===== config.mk =====
export PLATFORM = sky130hd
export DESIGN_NAME = light_sequence_monitor
export DESIGN_NICKNAME = d
export VERILOG_FILES = /design/src/rtl/light_sequence_monitor.sv
export SDC_FILE = /design/constraint.sdc
export NUM_CORES = 1
export LEC_CHECK = 0
export CAP_MARGIN = 20
export CORE_ASPECT_RATIO = 0.8
export CORE_MARGIN = 2
export CORE_UTILIZATION = 50
export CTS_CLUSTER_SIZE = 30
export DETAILED_ROUTE_END_ITERATION = 12
export PLACE_DENSITY_LB_ADDON = 0.25
export SLEW_MARGIN = 40
export SYNTH_ARGS = -nofsm -noshare
export SYNTH_HDL_FRONTEND = slang
export SYNTH_SLANG_ARGS = --single-unit
export TNS_END_PERCENT = 5

===== constraint.sdc =====
create_clock -name clk -period 2.4 [get_ports clk]
set_input_delay 0.48 -clock clk [delete_from_list [all_inputs] [get_ports clk]]
set_output_delay 0.48 -clock clk [all_outputs]
set_load 0.05 [all_outputs]

===== src/rtl/light_sequence_monitor.sv =====
// Sequence monitor for the 3-state light counter: synchronises q_in, drives lamps, flags faults.
// Optional macro MIN_DWELL_EN adds the minimum-dwell (err_short) check; otherwise err_short is 0.
module light_sequence_monitor #(
   parameter int DWELL_W   = 24,
   parameter int TIMEOUT   = 600000,
   parameter int MIN_DWELL = 262144
) (
   input  logic               clk,
   input  logic               reset,
   input  logic [1:0]         q_in,
   input  logic               clear_err,
   output logic               lamp_red,
   output logic               lamp_green,
   output logic               lamp_yellow,
   output logic               state_valid,
   output logic               step,
   output logic [DWELL_W-1:0] dwell,
   output logic               err_illegal,
   output logic               err_skip,
   output logic               err_timeout,
   output logic               err_short
);

   localparam logic [0:0] ST_INIT  = 1'b0;
   localparam logic [0:0] ST_TRACK = 1'b1;
   localparam logic [DWELL_W-1:0] TIMEOUT_M1 = DWELL_W'(TIMEOUT - 1);
   localparam logic [1:0] CODE_ILLEGAL = 2'b11;

   logic [1:0]         sync1_reg, s2_reg;
   logic [1:0]         prev_reg, prev_next;
   logic [0:0]         state_reg, state_next;
   logic [DWELL_W-1:0] dwell_reg, dwell_next;
   logic               red_reg, green_reg, yellow_reg;
   logic               valid_reg, valid_next;
   logic               step_reg, step_next;
   logic               ill_reg, skip_reg, to_reg;
   logic               ill_ev, skip_ev, to_ev;

   function automatic logic [1:0] next_code(input logic [1:0] c);
      case (c)
         2'b00:   next_code = 2'b01;
         2'b01:   next_code = 2'b10;
         default: next_code = 2'b00;
      endcase
   endfunction

   always_comb begin
      state_next = state_reg;
      prev_next  = prev_reg;
      dwell_next = dwell_reg;
      valid_next = 1'b0;
      step_next  = 1'b0;
      ill_ev     = 1'b0;
      skip_ev    = 1'b0;
      to_ev      = 1'b0;
      case (state_reg)
         ST_INIT: begin
            dwell_next = '0;
            if (s2_reg == CODE_ILLEGAL) begin
               ill_ev = 1'b1;
            end else begin
               prev_next  = s2_reg;
               state_next = ST_TRACK;
               valid_next = 1'b1;
            end
         end
         default: begin
            if (s2_reg == CODE_ILLEGAL) begin
               // prev is kept; INIT re-learns the code once it is legal again
               ill_ev     = 1'b1;
               dwell_next = '0;
               state_next = ST_INIT;
            end else if (s2_reg == prev_reg) begin
               valid_next = 1'b1;
               if (dwell_reg != '1)
                  dwell_next = dwell_reg + 1'b1;
               if (dwell_reg == TIMEOUT_M1)
                  to_ev = 1'b1;
            end else if (s2_reg == next_code(prev_reg)) begin
               valid_next = 1'b1;
               step_next  = 1'b1;
               dwell_next = '0;
               prev_next  = s2_reg;
            end else begin
               valid_next = 1'b1;
               skip_ev    = 1'b1;
               dwell_next = '0;
               prev_next  = s2_reg;
            end
         end
      endcase
   end

   always_ff @(posedge clk or negedge reset) begin
      if (!reset) begin
         sync1_reg  <= 2'b00;
         s2_reg     <= 2'b00;
         prev_reg   <= 2'b00;
         state_reg  <= ST_INIT;
         dwell_reg  <= '0;
         red_reg    <= 1'b1;
         green_reg  <= 1'b0;
         yellow_reg <= 1'b0;
         valid_reg  <= 1'b0;
         step_reg   <= 1'b0;
         ill_reg    <= 1'b0;
         skip_reg   <= 1'b0;
         to_reg     <= 1'b0;
      end else begin
         sync1_reg  <= q_in;
         s2_reg     <= sync1_reg;
         prev_reg   <= prev_next;
         state_reg  <= state_next;
         dwell_reg  <= dwell_next;
         red_reg    <= (s2_reg == 2'b00) || (s2_reg == CODE_ILLEGAL);
         green_reg  <= (s2_reg == 2'b01);
         yellow_reg <= (s2_reg == 2'b10);
         valid_reg  <= valid_next;
         step_reg   <= step_next;
         // a new event in the same cycle as clear_err keeps the flag set
         ill_reg    <= ill_ev  | (ill_reg  & ~clear_err);
         skip_reg   <= skip_ev | (skip_reg & ~clear_err);
         to_reg     <= to_ev   | (to_reg   & ~clear_err);
      end
   end

`ifdef MIN_DWELL_EN
   localparam logic [DWELL_W-1:0] MIN_DW = DWELL_W'(MIN_DWELL);
   logic short_reg;

   always_ff @(posedge clk or negedge reset) begin
      if (!reset)
         short_reg <= 1'b0;
      else
         short_reg <= (step_next && (dwell_reg < MIN_DW)) | (short_reg & ~clear_err);
   end

   assign err_short = short_reg;
`else
   assign err_short = 1'b0;
`endif

   assign lamp_red    = red_reg;
   assign lamp_green  = green_reg;
   assign lamp_yellow = yellow_reg;
   assign state_valid = valid_reg;
   assign step        = step_reg;
   assign dwell       = dwell_reg;
   assign err_illegal = ill_reg;
   assign err_skip    = skip_reg;
   assign err_timeout = to_reg;

endmodule


## Yosys cells after proc, flatten, opt, wreduce, memory -nomap -nowiden

Cells that the tools add are included.

- Bits in registers: 38
- Word-level logic and storage cells: 61

- $add $sub $neg: 1
- Equal/unequal tests: 10
- Mux-type cells: 26
- Bitwise logic cells: 8
- Reductions and logical operators: 4

Operator list:

| operator | count |
|---|---|
| 2-to-1 mux 24 bit | 4 |
| adder 24 x 1 -> 24 bit (second input constant) | 1 |
| equality test 24 x 20 -> 1 bit (second input constant) | 1 |
| inequality test 24 bit (second input constant) | 1 |
| 2-to-1 mux 1 bit | 14 |
| 2-to-1 mux 2 bit | 7 |
| equality test 2 x 1 -> 1 bit (second input constant) | 2 |
| equality test 2 bit | 2 |
| equality test 2 bit (second input constant) | 2 |
| logical NOT 2 bit | 2 |
| inequality test 4 x 3 -> 1 bit (second input constant) | 1 |
| case mux 2 bit (2 select lines) | 1 |
| bitwise AND 1 bit | 3 |
| OR 1 bit | 3 |
| inequality test 2 bit (second input constant) | 1 |
| inverter 1 bit | 2 |
| AND reduction 2 bit | 1 |
| logical OR 1 bit | 1 |

## Logic depth before layout (Yosys ltp)

Gate-level depths: netlist (run 1).

- Word-level depth: 11
- Depth in mapped cells: 7
- Mapped depth without buffers: 6

## Worst setup path before layout (run 1)

Ideal clock, no wire load.

- Path type: reg-to-reg
- Start point: reg dwell_reg[0], in the netlist dwell[0]
- End point: reg dwell_reg[18], in the netlist dwell[18]
- Library setup time: 0.072 ns
- Data arrival time: 2.107 ns
- Data required time: 2.328 ns
- Path slack: 0.220 ns
- Cell stages (with the launch flop): 8
- Cell sequence: dfrtp_1 -> ha_1 -> nand4_1 -> nor4_4 -> buf_6 -> nand4_1 -> xor2_1 -> nor2_1

- Cells in the longest elaborated chain, start to end: 5
- Elaborated cells on any way between the ends: 7
- Those cells by class: add/sub (1); eq/ne (2); mux (4)

Ends and longest elaborated chain:

| element | RTL line | RTL |
|---|---|---|
| from (decl) | 32 | `logic [DWELL_W-1:0] dwell_reg, dwell_next;` |
| from (signal assigned) | 114 | `dwell_reg <= dwell_next;` |
| adder 24 x 1 -> 24 bit | 76 | `dwell_next = dwell_reg + 1'b1;` |
| 2-to-1 mux 24 bit | 75 | `if (dwell_reg != '1)` |
| 2-to-1 mux 24 bit | 73 | `end else if (s2_reg == prev_reg) begin` |
| 2-to-1 mux 24 bit | 68 | `if (s2_reg == CODE_ILLEGAL) begin` |
| 2-to-1 mux 24 bit | 56 | `case (state_reg)` |

Parallel ways exist; a longest one is shown, timed or not. The select of a mux whose other input is x is not followed.
A chain may end at the register's enable or synchronous reset.

## Worst setup path in the final report (run 1)

- Start point: reg dwell_reg[0], in the netlist dwell[0]
- End point: reg dwell_reg[20], in the netlist dwell[20]

Same word-level chain as after synthesis.

==> flow_summary_export.csv, run 1 <==
group,metric,value,unit
run_status,status,"finished, final reports clean",
floorplan,fp-row-count,20,
worst_setup_path,start_kind,"flop",
sta,tightest_slew,601.8,ps
finish,layout-drive-gt1-share,9.167,%
sta,max-slew-margin-rel,59.58,%
cts,cts_buffer_depth,2,
cts,cts_max_level,2,
yosys,ys_seq_elements,38,
cts,cts_made_buffers,5,
global_routing,grtUsageTotal,20.68,%
worst_setup_path,cp.required,2570,ps
sta,finalCriticalPeriod,2156,ps
sta,setup_viol,0,
yosys,synth_largest_area_cell,"dfrtp_1",
floorplan,dieWidth,73.86,um
yosys,synth_area,1952,um2
power,power,1.322,mW
worst_setup_path,cp_slowest_cell,"nor4_4",
cts,clk_pin_slew_worst_paths,70,ps
sta,rsz0062_at_grt,"false",
sta,finalMaxSlewViolations,0,
finish,areaGrowthSynthToFinish,26.92,%
cts,cts_setup_buffers,0,
worst_setup_path,cpLargestDelayFamily,"simple AND/OR/NAND/NOR gates",
finish,multi_input_area,924.6,um2
cts,ctsHoldBuffers,0,
placed_design,gp_congestion,0.8661,
hold_path,hp-class,"in2async",
global_routing,grt.overflow.total,0,
worst_setup_path,criticalPathCategory,"reg2reg",
finish,fillerInstances,306,
drt,vias,1648,
worst_setup_path,worstSetupPathDepth,7,
worst_setup_path,critPathMaxStageDelay,640,ps
drt,vias_per_cell,5.586,
cts,cts_tree,"built",
cts,post_cts_resized,0,
global_routing,grt_pass1_wl,6.851,mm
placed_design,dp_cells,287,
cts,clk_latency,280,ps
sta,post-route-period-util,89.83,%
drt,first_pass_iters,5,
global_routing,grt_pass1_vias,1426,
global_routing,grt_max_degree,39,
finish,fin_nets,248,
yosys,yosys-top-cells-count,"37 x dfrtp_1, 29 x nor2_1, 17 x xnor2_1",
floorplan,die_height,59.89,um
yosys,yosysUniqueCellTypes,42,
flow_run,drv_cap,0,
drt,routed_wl,4.253,mm
yosys,syn-num-nets,207,
floorplan,dieArea,4423,um2
drt,ant_nets,0,
floorplan,num_io_pins,38,
yosys,async_flop_share,100.0,%
worst_setup_path,crit_buf_inv,1,
yosys,synth_edf_count,0,
yosys,yosysMostFrequentCell,"dfrtp_1",
placed_design,port_buffers,36,
yosys,syn_inst,198,
worst_setup_path,crit_chain,"ha_1 > nand4_1 > nor4_4 > buf_4 > nand3_1 > xor2_1 > nor2_1",
global_routing,antenna_found_initial,0,
cts,cts_root_buf,"clkbuf_8",
finish,stdcell_count,295,
yosys,synth.avg_cell_area,9.858,um2
yosys,yosysWarnings,0,
sta,setup_tns,0,ps
worst_setup_path,endpoint_kind,"flop",
drt,routedWlPerCell,14.42,um
finish,largest_reg_flops,24,
worst_setup_path,arrival,2330,ps
finish,n_antenna_cell,0,
placed_design,dp_hpwl,2.967,mm
power,power_leakage,0.9636,nW
sta,max_freq,463.9,MHz
power,p_per_area,533.7,nW/um2
drt,initialDrtViolationCount,201,
yosys,synth_ff_type,"dfrtp_1",
floorplan,initial_core_util,51.66,%
sta,fin_worst_skew,2.461,ps
finish,final-seq-area,952.2,um2
power,peakVddDrop,0.0003825,V
cts,cts.sinks,38,
yosys,synth_top_cell_area_share,47.44,%
yosys,synthTopCellsByArea,"dfrtp_1 47%, xnor2_1 7.6%, nor2_1 5.6%",
worst_setup_path,crit_fanout,10,
floorplan,design.core.area,3779,um2
drt,drc,0,
worst_setup_path,r2r_cells,7,
sta,hold_viol,0,
yosys,synth-seq-area-share,48.78,%
[area by class of cell]
class                      count  share of cell area, %
sequential                    38                  38.43
multi-input combinational    146                  37.32
timing repair buffer          41                  15.96
clock buffer                   8                  4.444
tap                           55                  2.778
inverter                       7                  1.061
[layout by cell type (no fill, tap or decap), types with 2 or more instances in the layout]
cell type,n
dfrtp_1,37
clkdlybuf4s50_1,35
nor2_1,29
xnor2_1,17
nand2_1,14
a21oi_1,13
nand3_1,11
nand4_1,9
clkbuf_8,8
inv_1,7
buf_4,6
xor2_1,5
nor3_1,4
o21ai_0,4
ha_1,4
o2111ai_1,3
a31oi_1,3
o2bb2ai_1,2
nor3b_1,2
a21boi_0,2
and4_1,2
and3_1,2
or3_1,2
a2111oi_2,2
a211oi_1,2
[kinds of logic after synthesis]
| family | Yosys count | share of synthesized area (%) |
|---|---|---|
| flops | 38 | 48.78 |
| other cells | 1 | 0.1921 |
| simple gates | 84 | 22.44 |
| xor+xnor | 22 | 9.872 |
| fa+ha+maj | 4 | 2.564 |
| buf+inv | 14 | 3.846 |
| compound gates | 35 | 12.31 |
[per-stage QoR]
step	utilization (%)	hold WS (ps)	setup WS (ps)	area (um2)
2_1_floorplan	-	184.4	220.1	1952
3_3_place_gp	62.58	333.8	391.1	2365
3_5_place_dp	62.58	334.7	316.4	2365
4_1_cts	65.50	314.4	262.3	2475
5_1_grt	65.56	182.7	121.4	2477
6_report	65.56	142.5	244.1	2477
[report_power, final]
group	internal, mW	switching [mW]
clock network	0.290	0.217
logic	0.0465	0.0927
registers	0.659	0.0169
total	0.996	0.327
[final timing paths]
path / from / endpoint / slack (ps)
worst max-delay path: dwell[0]$_DFFE_PN0P_ / dwell[20]$_DFFE_PN0P_ / 240
worst min-delay path: reset / lamp_yellow$_DFF_PN0_ / 140
worst max register to register: dwell[0]$_DFFE_PN0P_ / dwell[20]$_DFFE_PN0P_ / 240
min in group clk: sync1_reg[0]$_DFF_PN0_ / s2_reg[0]$_DFF_PN0_ / 350
worst min register to register: sync1_reg[0]$_DFF_PN0_ / s2_reg[0]$_DFF_PN0_ / 350
max in group asynchronous: reset / lamp_red$_DFF_PN1_ / 1910
[routing by layer]
metal  vias to the layer above  GRT usage, %  share of wire [%]
li1                        782             -                  -
met4                         0         5.455                1.4
met5                         -             0                  0
met3                        11         5.059                5.8
met2                        64         29.46                 43
met1                       791         31.42                 49
No activity file was read; power rests on OpenSTA's default activity.
==> run 2: changes to the inputs <==
CORE_UTILIZATION = 62   (was 50)
CTS_CLUSTER_SIZE = default   (was 30)
DONT_BUFFER_PORTS = 1   (was default)
==> flow_summary_export.csv, run 2 (synthesis gave the netlist of run 1 again) <==
group,metric,value,unit
floorplan,design.core.area,3040,um2
global_routing,busiest_layer,"met2",
sta,hold_viol,0,
global_routing,grt.overflow.total,0,
cts,cts_setup_buffers,0,
worst_setup_path,r2r_cells,5,
sta,rsz0062_at_grt,"false",
worst_setup_path,cp.required,2620,ps
drt,routed_wl,4.412,mm
sta,tightest_slew,562.9,ps
power,power_leakage,0.9589,nW
finish,mostFrequentLayoutCells,"37 x dfrtp_1, 29 x nor2_1, 27 x buf_4",
drt,vias,1632,
sta,setup_tns,0,ps
placed_design,gp_congestion,0.8545,
global_routing,grt_use_met3,8.159,%
cts,cts.sinks,38,
worst_setup_path,start_kind,"flop",
floorplan,die_height,54.19,um
worst_setup_path,arrival,2190,ps
worst_setup_path,criticalPathCategory,"reg2reg",
cts,cts_max_level,2,
placed_design,dp_hpwl,3.181,mm
power,power,1.329,mW
global_routing,grt_pass1_vias,1510,
global_routing,antenna_found_initial,0,
worst_setup_path,endpoint_kind,"flop",
power,peakVddDrop,0.0005669,V
worst_setup_path,r2r-end,"dwell[21]$_DFFE_PN0P_",
floorplan,fp-row-count,18,
drt,vias_per_cell,6.112,
worst_setup_path,r2r_start,"dwell[9]$_DFFE_PN0P_",
cts,cts_buffer_depth,2,
hold_path,hp-class,"in2async",
drt,initialDrtViolationCount,106,
cts,clk_latency,290,ps
global_routing,grt_max_degree,38,
worst_setup_path,crit_chain,"nand3_1 > nor3_1 > o211ai_1 > or3_1 > a21oi_1",
floorplan,dieArea,3616,um2
global_routing,grtUsageTotal,27.65,%
placed_design,port_buffers,0,
global_routing,grtUsageMet1,36.30,%
flow_run,drv_cap,0,
finish,n_antenna_cell,0,
floorplan,initial_core_util,64.20,%
sta,setup_viol,0,
finish,layout-drive-gt1-share,19.38,%
worst_setup_path,critPathCapture,"dwell[21]$_DFFE_PN0P_",
floorplan,dieWidth,66.73,um
worst_setup_path,rrSetupSlack,430,ps
cts,clk_pin_slew_worst_paths,80,ps
worst_setup_path,critical_path.startpoint,"dwell[9]$_DFFE_PN0P_",
finish,areaGrowthSynthToFinish,17.31,%
finish,final_common_cell,"dfrtp_1",
drt,ant_nets,0,
sta,post-route-period-util,82.15,%
drt,first_pass_iters,4,
sta,finalCriticalPeriod,1972,ps
finish,fillerInstances,223,
worst_setup_path,cp_slowest_cell,"nor3_1",
floorplan,num_io_pins,38,
cts,cts_made_buffers,5,
drt,drc,0,
sta,max_freq,507.2,MHz
sta,max-slew-margin-rel,62.18,%
sta,fin_worst_skew,5.873,ps
drt,routedWlPerCell,16.52,um
cts,cts_tree,"built",
worst_setup_path,critPathMaxStageDelay,530,ps
sta,finalMaxSlewViolations,0,
global_routing,use_met2,42.00,%
worst_setup_path,crit_fanout,7,
global_routing,grt_pass1_wl,7.058,mm
finish,fin_nets,235,
finish,largest_reg_flops,24,
cts,cts_root_buf,"clkbuf_8",
run_status,status,"finished, final reports clean",
power,p_per_area,580.5,nW/um2
-- run 2: layout make-up --
cell class,instances,area [um2],share of cell area [%]
clock inverters,3,45.04,1.967
flip-flops and latches,38,952.2,41.58
inverters,7,26.28,1.148
repair buffers,28,222.7,9.727
well taps,40,50.05,2.186
multi-input cells,146,924.6,40.38
clock buffers,5,68.82,3.005
-- run 2: layer usage --
layer,up-vias,wire (um)
li1,754,-
met1,807,2016
met2,62,2040
met3,9,265
met4,0,90
met5,-,0
-- run 2: what timing repair did --
action	4_1_cts	5_1_grt
resized for setup	0	0
endpoints found under the hold margin	37	0
hold buffers	1	0
-- run 2: stage by stage --
| stage | util, % | setup WS [ps] | area (um2) | hold slack, ps | instances |
|---|---|---|---|---|---|
| detailed placement | 70.91 | 473.2 | 2156 | 185.2 | 258 |
| finish | 75.31 | 428.4 | 2290 | 13.28 | 267 |
| global route | 75.31 | 264.4 | 2290 | 4.686 | 267 |
| CTS | 75.31 | 477.7 | 2290 | 12.24 | 267 |
| floorplan | - | 220.1 | 1952 | 184.4 | 198 |
| global placement | 70.91 | 533.0 | 2156 | 185.2 | 258 |
-- run 2: report_power, final --
group	switching (mW)	internal [mW]
logic	0.0552	0.0262
clock network	0.228	0.309
registers	0.0520	0.659
-- run 2: worst min-delay path by stage --
stage	cells past startpoint	endpoint	startpoint
after floorplan	0	dwell[0]$_DFFE_PN0P_	reset
after global placement	0	lamp_green$_DFF_PN0_	reset
after detailed placement	0	lamp_green$_DFF_PN0_	reset
after CTS	0	lamp_red$_DFF_PN1_	reset
after global routing	0	lamp_red$_DFF_PN1_	reset
final	1	dwell[10]$_DFFE_PN0P_	reset
-- run 2: critical path: cells and delay by family (launching register included) --
family / cells / cell delay (ps)
AND/OR/NAND/NOR: 3 / 1060
flip-flops: 1 / 510
AO/OA/AOI/OAI: 2 / 340
==> run 3: changes to the inputs <==
CORE_UTILIZATION = 56   (was 62)
clock period = 1.7 ns   (was 2.4 ns; I/O delays follow)
==> flow_summary_export.csv, run 3 (synthesis gave the netlist of run 1 again) <==
group,metric,value,unit
worst_setup_path,endpoint_kind,"flop",
power,peakVddDrop,0.0005102,V
worst_setup_path,start_kind,"flop",
drt,drc,0,
floorplan,design.core.area,3376,um2
sta,max_freq,572.1,MHz
sta,holdWs,58.47,ps
sta,post-route-period-util,102.8,%
placed_design,dp_hpwl,3.485,mm
placed_design,pre_cts_ws,-86.93,ps
cts,clk_pin_slew_worst_paths,80,ps
drt,vias_per_cell,5.888,
finish,fin_nets,261,
global_routing,grt_pass1_vias,1663,
finish,stdcell_count,295,
global_routing,grt.overflow.total,0,
sta,finalCriticalPeriod,1748,ps
hold_path,hp-class,"in2reg",
worst_setup_path,arrival,1930,ps
finish,fin_util,78.87,%
cts,clk_latency,300,ps
placed_design,dp_cells,279,
finish,largest_reg_flops,24,
worst_setup_path,cp.required,1880,ps
sta,finalMaxSlewViolations,0,
worst_setup_path,crit_buf_inv,1,
cts,cts_tree,"built",
drt,routedWlPerCell,17.60,um
worst_setup_path,r2r-end,"dwell[13]$_DFFE_PN0P_",
placed_design,port_buffers,0,
cts,cts_max_level,2,
flow_run,drv_cap,0,
finish,n_antenna_cell,0,
placed_design,gp_congestion,0.9328,
worst_setup_path,criticalPathCategory,"reg2reg",
worst_setup_path,r2r_cells,6,
power,power_leakage,1.057,nW
worst_setup_path,critPathMaxStageDelay,430,ps
drt,first_pass_iters,5,
finish,fillerInstances,204,
worst_setup_path,r2r_start,"dwell[2]$_DFFE_PN0P_",
run_status,status,"complete, but fails checks",
floorplan,initial_core_util,57.82,%
finish,multi_input_area,1044,um2
global_routing,grtUsageTotal,26.39,%
floorplan,die_height,56.81,um
global_routing,antenna_found_initial,0,
cts,cts.sinks,38,
sta,setup_viol,6,
drt,initialDrtViolationCount,149,
drt,vias,1737,
worst_setup_path,critical_path.startpoint,"dwell[2]$_DFFE_PN0P_",
floorplan,num_io_pins,38,
drt,ant_nets,0,
drt,routed_wl,5.192,mm
worst_setup_path,crit_fanout,6,
cts,cts_root_buf,"clkbuf_8",
sta,fin_ws,-48.08,ps
sta,hold_viol,0,
worst_setup_path,crit_chain,"and4_2 > nand4_1 > buf_4 > a2111oi_4 > xnor2_1 > nor2_1",
finish,layout-drive-gt1-share,44.27,%
sta,rsz0062_at_grt,"true",
hold_path,worstHoldStart,"q_in[1]",
hold_path,min_path_cells,0,
global_routing,grt_pass1_wl,8.142,mm
run_status,violations,"negative setup slack",
floorplan,dieArea,3977,um2
cts,cts_made_buffers,5,
worst_setup_path,rrSetupSlack,-50,ps
finish,final-seq-area,982.2,um2
finish,areaGrowthSynthToFinish,36.41,%
cts,cts_buffer_depth,2,
power,p_per_area,717.4,nW/um2
sta,fin_worst_skew,8.876,ps
floorplan,fp-row-count,19,
finish,final_common_cell,"buf_4",
worst_setup_path,cp_slowest_cell,"dfrtp_2",
worst_setup_path,cpLargestDelayFamily,"simple AND/OR/NAND/NOR gates",
floorplan,dieWidth,70.01,um
global_routing,grt_max_degree,39,
power,power,1.910,mW
finish,mostFrequentLayoutCells,"49 x buf_4, 28 x nor2_1, 24 x dfrtp_2",
hold_path,hold_end,"sync1_reg[1]$_DFF_PN0_",
[run 3: cell types whose count changed in the layout (fill, tap and decap cells not counted), moves of 4 or more]
cell,delta
nand3_2,+4
dfrtp_1,-24
nand3_1,-4
dfrtp_2,+24
buf_4,+22
[run 3: routing by layer]
metal,wire [um],up-vias,GRT usage (%)
met2,2434,73,39.32
met4,97,0,7.967
met1,2277,850,37.09
met5,0,-,0
met3,382,12,8.259
li1,-,802,-
[run 3: power by group]
group	switching (mW)	internal (mW)	leakage, nW
Combinational	0.0874	0.0422	0.543
Sequential	0.0679	0.930	0.464
Clock	0.346	0.436	0.0504
[run 3: worst max-delay path by stage]
stage                                  to  cells past startpoint
floorplan           dwell[23]$_DFFE_PN0P_                      7
global placement    dwell[13]$_DFFE_PN0P_                      5
detailed placement  dwell[13]$_DFFE_PN0P_                      5
CTS                  dwell[3]$_DFFE_PN0P_                      7
global route        dwell[13]$_DFFE_PN0P_                      6
finish              dwell[13]$_DFFE_PN0P_                      6
[run 3: stage by stage]
step | setup TNS [ps] | cell area [um2]
4_1_cts | -318.4 | 2579
3_3_place_gp | 0 | 2379
5_1_grt | -1070 | 2663
6_report | -116.9 | 2663
2_1_floorplan | -1197 | 2027
3_5_place_dp | -571.9 | 2379
[run 3: final cells by class]
cell class / instances / area share [%]
inverters: 7 / 0.9868
well taps: 42 / 1.974
multi-input cells: 146 / 39.19
clock inverters: 3 / 1.692
flip-flops and latches: 38 / 36.89
clock buffers: 5 / 2.585
repair buffers: 54 / 16.68
[run 3: repair_timing]
item,in CTS,in global routing
endpoints found under the hold margin,38,0
buffers inserted,3,3
pin swaps,6,13
hold buffers,2,0
endpoints found under the setup margin,13,23
resized for setup,5,15
